===== config.mk =====
export PLATFORM = sky130hd
export DESIGN_NAME = mem_access_unit
export DESIGN_NICKNAME = d
export VERILOG_FILES = /design/src/rtl/mau_pkg.sv /design/src/rtl/mem_access_unit.sv
export SDC_FILE = /design/constraint.sdc
export NUM_CORES = 1
export LEC_CHECK = 0
export CAP_MARGIN = 20
export CORE_ASPECT_RATIO = 1.25
export CORE_UTILIZATION = 43
export DETAILED_ROUTE_END_ITERATION = 7
export PLACE_DENSITY_LB_ADDON = 0.25
export RECOVER_POWER = 100
export SYNTH_ARGS = -nofsm -noshare
export SYNTH_HDL_FRONTEND = slang
export SYNTH_SLANG_ARGS = --single-unit

===== constraint.sdc =====
create_clock -name clk_i -period 4.4 [get_ports clk_i]
set_input_delay 0.44 -clock clk_i [delete_from_list [all_inputs] [get_ports clk_i]]
set_output_delay 0.44 -clock clk_i [all_outputs]
set_load 0.02 [all_outputs]

===== src/rtl/mau_pkg.sv =====
// Shared state encoding, op codes and default widths for the memory access unit.
package mau_pkg;

   typedef enum logic [1:0] {
      StIdle,
      StIssue,
      StWait,
      StResp
   } mau_state_e;

   localparam logic OP_LOAD  = 1'b0;
   localparam logic OP_STORE = 1'b1;

   localparam int unsigned DefDataW = 16;
   localparam int unsigned DefAddrW = 3;

endpackage


===== src/rtl/mem_access_unit.sv =====
// Load/store sequencer in front of the data memory: one request at a time, loads answer
// over a valid/ready response. Optional MAU_BOUNDS_CHECK_EN faults out-of-range addresses.
module mem_access_unit
   import mau_pkg::*;
#(
   parameter int unsigned DATA_W  = DefDataW,
   parameter int unsigned ADDR_W  = DefAddrW,
   parameter int unsigned MEM_LAT = 1
) (
   input  logic              clk_i,
   input  logic              rst_i,
   input  logic              req_valid_i,
   output logic              req_ready_o,
   input  logic              req_we_i,
   input  logic [DATA_W-1:0] req_addr_i,
   input  logic [DATA_W-1:0] req_wdata_i,
   input  logic [2:0]        req_rd_i,
   output logic              mem_load_o,
   output logic              mem_store_o,
   output logic [ADDR_W-1:0] mem_addr_o,
   output logic [DATA_W-1:0] mem_wdata_o,
   input  logic [DATA_W-1:0] mem_rdata_i,
   output logic              resp_valid_o,
   input  logic              resp_ready_i,
   output logic [DATA_W-1:0] resp_data_o,
   output logic [2:0]        resp_rd_o,
   output logic              resp_err_o,
   output logic              st_done_o
);

   // MEM_LAT is at most 4, so the remaining-wait count fits in two bits.
   localparam int unsigned CntW = 2;

   mau_state_e        state_q;
   logic              we_q;
   logic [CntW-1:0]   cnt_q;
   logic              req_ready_q;
   logic              mem_load_q;
   logic              mem_store_q;
   logic [ADDR_W-1:0] mem_addr_q;
   logic [DATA_W-1:0] mem_wdata_q;
   logic              resp_valid_q;
   logic [DATA_W-1:0] resp_data_q;
   logic [2:0]        resp_rd_q;
   logic              resp_err_q;
   logic              st_done_q;
   logic              req_fault;

`ifdef MAU_BOUNDS_CHECK_EN
   assign req_fault  = |req_addr_i[DATA_W-1:ADDR_W];
   assign resp_err_o = resp_err_q;
`else
   logic unused_bounds;
   assign req_fault     = 1'b0;
   assign resp_err_o    = 1'b0;
   assign unused_bounds = ^{req_addr_i[DATA_W-1:ADDR_W], resp_err_q};
`endif

   // Strobes are set on the accept edge so they are high exactly during the ISSUE cycle.
   always_ff @(posedge clk_i or posedge rst_i) begin
      if (rst_i) begin
         state_q      <= StIdle;
         we_q         <= 1'b0;
         cnt_q        <= '0;
         req_ready_q  <= 1'b1;
         mem_load_q   <= 1'b0;
         mem_store_q  <= 1'b0;
         mem_addr_q   <= '0;
         mem_wdata_q  <= '0;
         resp_valid_q <= 1'b0;
         resp_data_q  <= '0;
         resp_rd_q    <= '0;
         resp_err_q   <= 1'b0;
         st_done_q    <= 1'b0;
      end else begin
         mem_load_q  <= 1'b0;
         mem_store_q <= 1'b0;
         st_done_q   <= 1'b0;
         unique case (state_q)
            StIdle: begin
               if (req_valid_i) begin
                  req_ready_q <= 1'b0;
                  we_q        <= req_we_i;
                  mem_addr_q  <= req_addr_i[ADDR_W-1:0];
                  mem_wdata_q <= req_wdata_i;
                  resp_rd_q   <= req_rd_i;
                  if (req_fault) begin
                     resp_valid_q <= 1'b1;
                     resp_err_q   <= 1'b1;
                     resp_data_q  <= '0;
                     // Faulting store still passes through ISSUE for its one-cycle response.
                     state_q      <= (req_we_i == OP_STORE) ? StIssue : StResp;
                  end else begin
                     mem_store_q <= (req_we_i == OP_STORE);
                     st_done_q   <= (req_we_i == OP_STORE);
                     mem_load_q  <= (req_we_i == OP_LOAD);
                     state_q     <= StIssue;
                  end
               end
            end
            StIssue: begin
               resp_valid_q <= 1'b0;
               resp_err_q   <= 1'b0;
               if (we_q == OP_STORE) begin
                  req_ready_q <= 1'b1;
                  state_q     <= StIdle;
               end else begin
                  cnt_q   <= CntW'(MEM_LAT - 1);
                  state_q <= StWait;
               end
            end
            StWait: begin
               if (cnt_q == '0) begin
                  resp_data_q  <= mem_rdata_i;
                  resp_valid_q <= 1'b1;
                  state_q      <= StResp;
               end else begin
                  cnt_q <= cnt_q - 1'b1;
               end
            end
            StResp: begin
               if (resp_ready_i) begin
                  resp_valid_q <= 1'b0;
                  resp_err_q   <= 1'b0;
                  req_ready_q  <= 1'b1;
                  state_q      <= StIdle;
               end
            end
            default: begin
               req_ready_q <= 1'b1;
               state_q     <= StIdle;
            end
         endcase
      end
   end

   assign req_ready_o  = req_ready_q;
   assign mem_load_o   = mem_load_q;
   assign mem_store_o  = mem_store_q;
   assign mem_addr_o   = mem_addr_q;
   assign mem_wdata_o  = mem_wdata_q;
   assign resp_valid_o = resp_valid_q;
   assign resp_data_o  = resp_data_q;
   assign resp_rd_o    = resp_rd_q;
   assign st_done_o    = st_done_q;

endmodule


### Word-level counts from Yosys, hierarchy flattened

Cells that the tools add are included.

| word-level totals | value |
|---|---|
| bits in registers | 47 |
| output and inout bits | 44 |

| cells by class | value |
|---|---|
| equality and inequality tests | 9 |
| bitwise logic cells | 2 |
| reduce and logical (&&, ||, !) cells | 10 |
| add/sub/neg operators | 1 |
| multiplexer cells | 19 |

Operators with widths:

| kind | count |
|---|---|
| 2-to-1 mux 2 bit | 6 |
| inequality test 2 bit, second input constant | 6 |
| 2-to-1 mux 1 bit | 9 |
| AND reduction 3 bit | 3 |
| one-hot mux 2 bit (4 select lines) | 1 |
| one-hot mux 1 bit (3 select lines) | 2 |
| equality test 2 bit, second input constant | 2 |
| zero test 2 bit | 2 |
| one-hot mux 2 bit (2 select lines) | 1 |
| AND reduction 2 bit | 2 |
| AND reduction 4 bit | 1 |
| nonzero test 3 bit | 1 |
| equality test 2 x 1 -> 1 bit, second input constant | 1 |
| inverter 1 bit | 2 |
| nonzero test 2 bit | 1 |
| subtractor 2 x 1 -> 2 bit, second input constant | 1 |

### Logic depth before layout (Yosys ltp)

| depth | value |
|---|---|
| word-level depth | 3 |
| mapped depth | 5 |
| gate-level depth less buffers | 5 |

### Worst setup path after synthesis

Ideal clock, no wire load.

| timing path | value |
|---|---|
| kind | register -> register |
| start | register cnt_q[0] |
| end | register resp_data_q[0], in the netlist resp_data_o[0] |
| setup time | 0.125 ns |
| clock period less this slack | 1.402 ns |
| setup slack | 2.998 ns |
| path buffers | 1 |
| data arrival time | 1.277 ns |
| stages on the path, launching flop included | 6 |
| cell sequence | dfrtp_1 inv_1 ha_1 nand3b_4 buf_8 mux2_4 |

| between the ends | value |
|---|---|
| longest elaborated chain between the ends | 2 |

Ends and longest elaborated chain:

| what | line | RTL |
|---|---|---|
| start: declaration | mem_access_unit.sv:36 | `logic [CntW-1:0] cnt_q;` |
| start signal: assignment | mem_access_unit.sv:108 | `cnt_q <= CntW'(MEM_LAT - 1);` |
| start signal: assignment | mem_access_unit.sv:118 | `cnt_q <= cnt_q - 1'b1;` |
| zero test 2 bit | mem_access_unit.sv:113 | `if (cnt_q == '0) begin` |
| AND reduction 2 bit (no line) | - |  |
| end signal: assignment | mem_access_unit.sv:114 | `resp_data_q <= mem_rdata_i;` |
| end: declaration | mem_access_unit.sv:43 | `logic [DATA_W-1:0] resp_data_q;` |

Every way passes these cells.
A chain may end at the register's enable or synchronous reset.

==> reports/qor.txt <==
Outcome: finished, violations left
Failing checks: max-capacitance violations, max-slew violations
Count leader, synth: dfrtp_1
Via density: 4.76
Height of the die: 78.8 um
Setup tns final: 0 ns
Max Slew Vio Count: 48
Clock tree sinks: 47
CTS tree: built
Post-synth top area share: 56.7%
Post-Syn Area: 2030 um^2
Post-Route Utilization: 63.2%
Largest net degree at the start of global routing: 48
Crit path capture type: asynchronous set/reset pin
Ys async rst share: 100%
Mapped Cells: 126
DRC errors left: 0
Critical Path Fanout Max: 47
Worst-margin pin slew: 1.70 ns
Largest stage delay on the critical path: 1.21 ns
Vias: 1284
PD cells: 681 nW/um^2
Clock Tree Root: clkbuf_8
Vias in the first global route: 1343
Highest clock rate: 0.475 GHz
Clock period minus worst slack: 2.11 ns
Antenna cells: 0
Cell taking the most area after synthesis: dfrtp_1
Initial antenna violation count: 0
Area occupied by multi-input gates: 619 um^2
Crit path DAT: 2.20 ns
Max Root-Sink Buffers: 2
Resized Gates After CTS: 0
CP Launch Type: primary input
Final Wtd Congestion: 0.759
FP Rows: 27
Dpl cell area: 2870 um^2
Core area: 4460 um^2
Max Cap Viol: 1
Postcts setup bufs: 0
Hold Crit Depth: 1
Clk_skew: 0.00615 ns
Grt total ovfl: 0
Top cells by count, synth: dfrtp_1 (46), mux2_4 (29), mux2_2 (10), a21oi_1 (6), inv_1 (5)
Syn_nets: 183
Final Cell Area: 2820 um^2
Routed Antenna Nets: 0
Delay-heaviest family, CP: buffers and inverters
Hold-fix buffers, CTS: 0
CP max stage cell: inv_1
Synth warnings: 0
RSZ-0062 raised after global routing: false
Die ar.: 5000 um^2
DR iter-0 viols: 29
Tcrit/Tclk final: 47.9%
Final Setup Violations: 0
GRT Overall Usage: 17.1%
Placed wire-length estimate: 2960 um
WS Path Type: primary input to asynchronous set/reset pin
Worst endpoint required time: 4.49 ns
PortBufs: 85
Type of the most critical hold path: flop to flop
R2R cell count: 4
Number of synthesized register bits: 47
1st-pass router iterations: 4
Flop2flop setup slack: 2.40 ns
Htree depth: 2
Max-slew headroom: -13.4%
Initial core utilization: 45.5%
Synth cell types: 29
Global-route wire length before repair: 6470 um
Layout cell share with drive strength beyond 1: 8.96%
Top cells by area, synth: dfrtp_1 (57%), mux2_4 (21%), mux2_2 (5.5%)
WL/cell: 14.5 um
Storage cell area: 1180 um^2
Cts bufs inserted: 5
WL final: 3920 um
Worst path bufs/invs: 2
Final Hold Fails: 0
Post-synthesis area per instance: 16.1 um^2
Post-synthesis sequential area ratio: 58.0%
Number of synthesized flops with an enable pin: 0
Clk Latency, worst-skew pair: 0.29 ns
Synth-to-layout area growth: 38.9%
Maximum vdd drop: 0.000338 V
Final #Nets: 268
Lkg Pwr: 1.21 nW
Clk slew on worst S/H paths: 0.07 ns
IO Count: 100
Fill cell count: 382
Die X: 63.5 um
Crit path cell chain: dlygate4sd3_1 > inv_1
Stages on worst setup path: 2
Most used flip-flop cell after synthesis: dfrtp_1
[sequential cells by signal, indices dropped and copies added (netlist names), named ones only]
| register | count |
|---|---|
| state_q | 1 |
| req_ready_o | 1 |
| mem_addr_o | 3 |
| we_q | 1 |
| resp_rd_o | 3 |
| mem_wdata_o | 16 |
| resp_valid_o | 1 |
| resp_data_o | 16 |
| cnt_q | 2 |
| mem_load_o | 1 |
| st_done_o | 1 |
[area by class of cell]
class                           instances  share of cell area [%]
Multi-Input combinational cell         67                    22.0
Clock inverter                          1                   0.177
Clock buffer                            7                    2.71
Sequential cell                        47                    41.7
Timing Repair Buffer                   85                    30.2
Tap cell                               58                    2.57
Inverter                                5                   0.665
[path summary, 6_finish.rpt]
path | from | end
max reg2reg | cnt_q[0] | resp_data_o[0]
max | rst_i | resp_data_o[1]
max in group clk_i | cnt_q[0] | resp_data_o[0]
min reg2reg | mem_wdata_o[1] | mem_wdata_o[1]
min | mem_wdata_o[1] | mem_wdata_o[1]
min in group asynchronous | rst_i | resp_valid_o
[power breakdown]
group	switching [W]	total, W	leakage [nW]	internal, W
logic	0.000460	0.000918	0.608	0.000458
registers	0.000120	0.000760	0.561	0.000640
clock network	0.000130	0.000241	0.0422	0.000112
total	0.000710	0.00192	1.21	0.00121
[layout by cell type (no fill, tap or decap), types with 2 or more instances in the layout]
cell type and count:
dlygate4sd3_1 45, mux2_1 29, dfrtp_1 46, nor2_1 3, nand2_1 3, clkbuf_1 2, inv_1 5, mux2_2 10
a21oi_1 6, clkdlybuf4s50_1 40, clkbuf_8 5
[logic make-up (layout without fill, tap and decap cells)]
family / Yosys count / after routing / share of synthesized area (%)
AO/OA/AOI/OAI: 10 / 10 / 2.77
adder cells (fa/ha/maj): 1 / 1 / 0.616
buffers and inverters: 12 / 98 / 5.18
flip-flops: 47 / 47 / 58.0
multiplexers: 39 / 39 / 27.0
other: 1 / 1 / 0.185
AND/OR/NAND/NOR: 16 / 16 / 6.29
[metrics by stage]
step / std cells / total power, W / setup WS (ns) / hold slack [ns]
2_1_floorplan: 126 / 0.00149 / 2.85 / 0.496
3_3_place_gp: 262 / 0.00191 / 2.43 / 0.489
3_5_place_dp: 262 / 0.00195 / 2.42 / 0.494
4_1_cts: 270 / 0.00220 / 2.50 / 0.512
5_1_grt: 270 / 0.00204 / 1.94 / 0.510
6_report: 270 / 0.00192 / 2.29 / 0.485
[per-layer routing]
layer	vias up	share of wire, %	track usage [%]
met5	-	0	0
met1	640	37	20.1
met4	0	1.3	5.45
met2	39	57	29.9
li1	600	-	-
met3	5	4.6	4.74
Power figures use the tool's default switching activity.
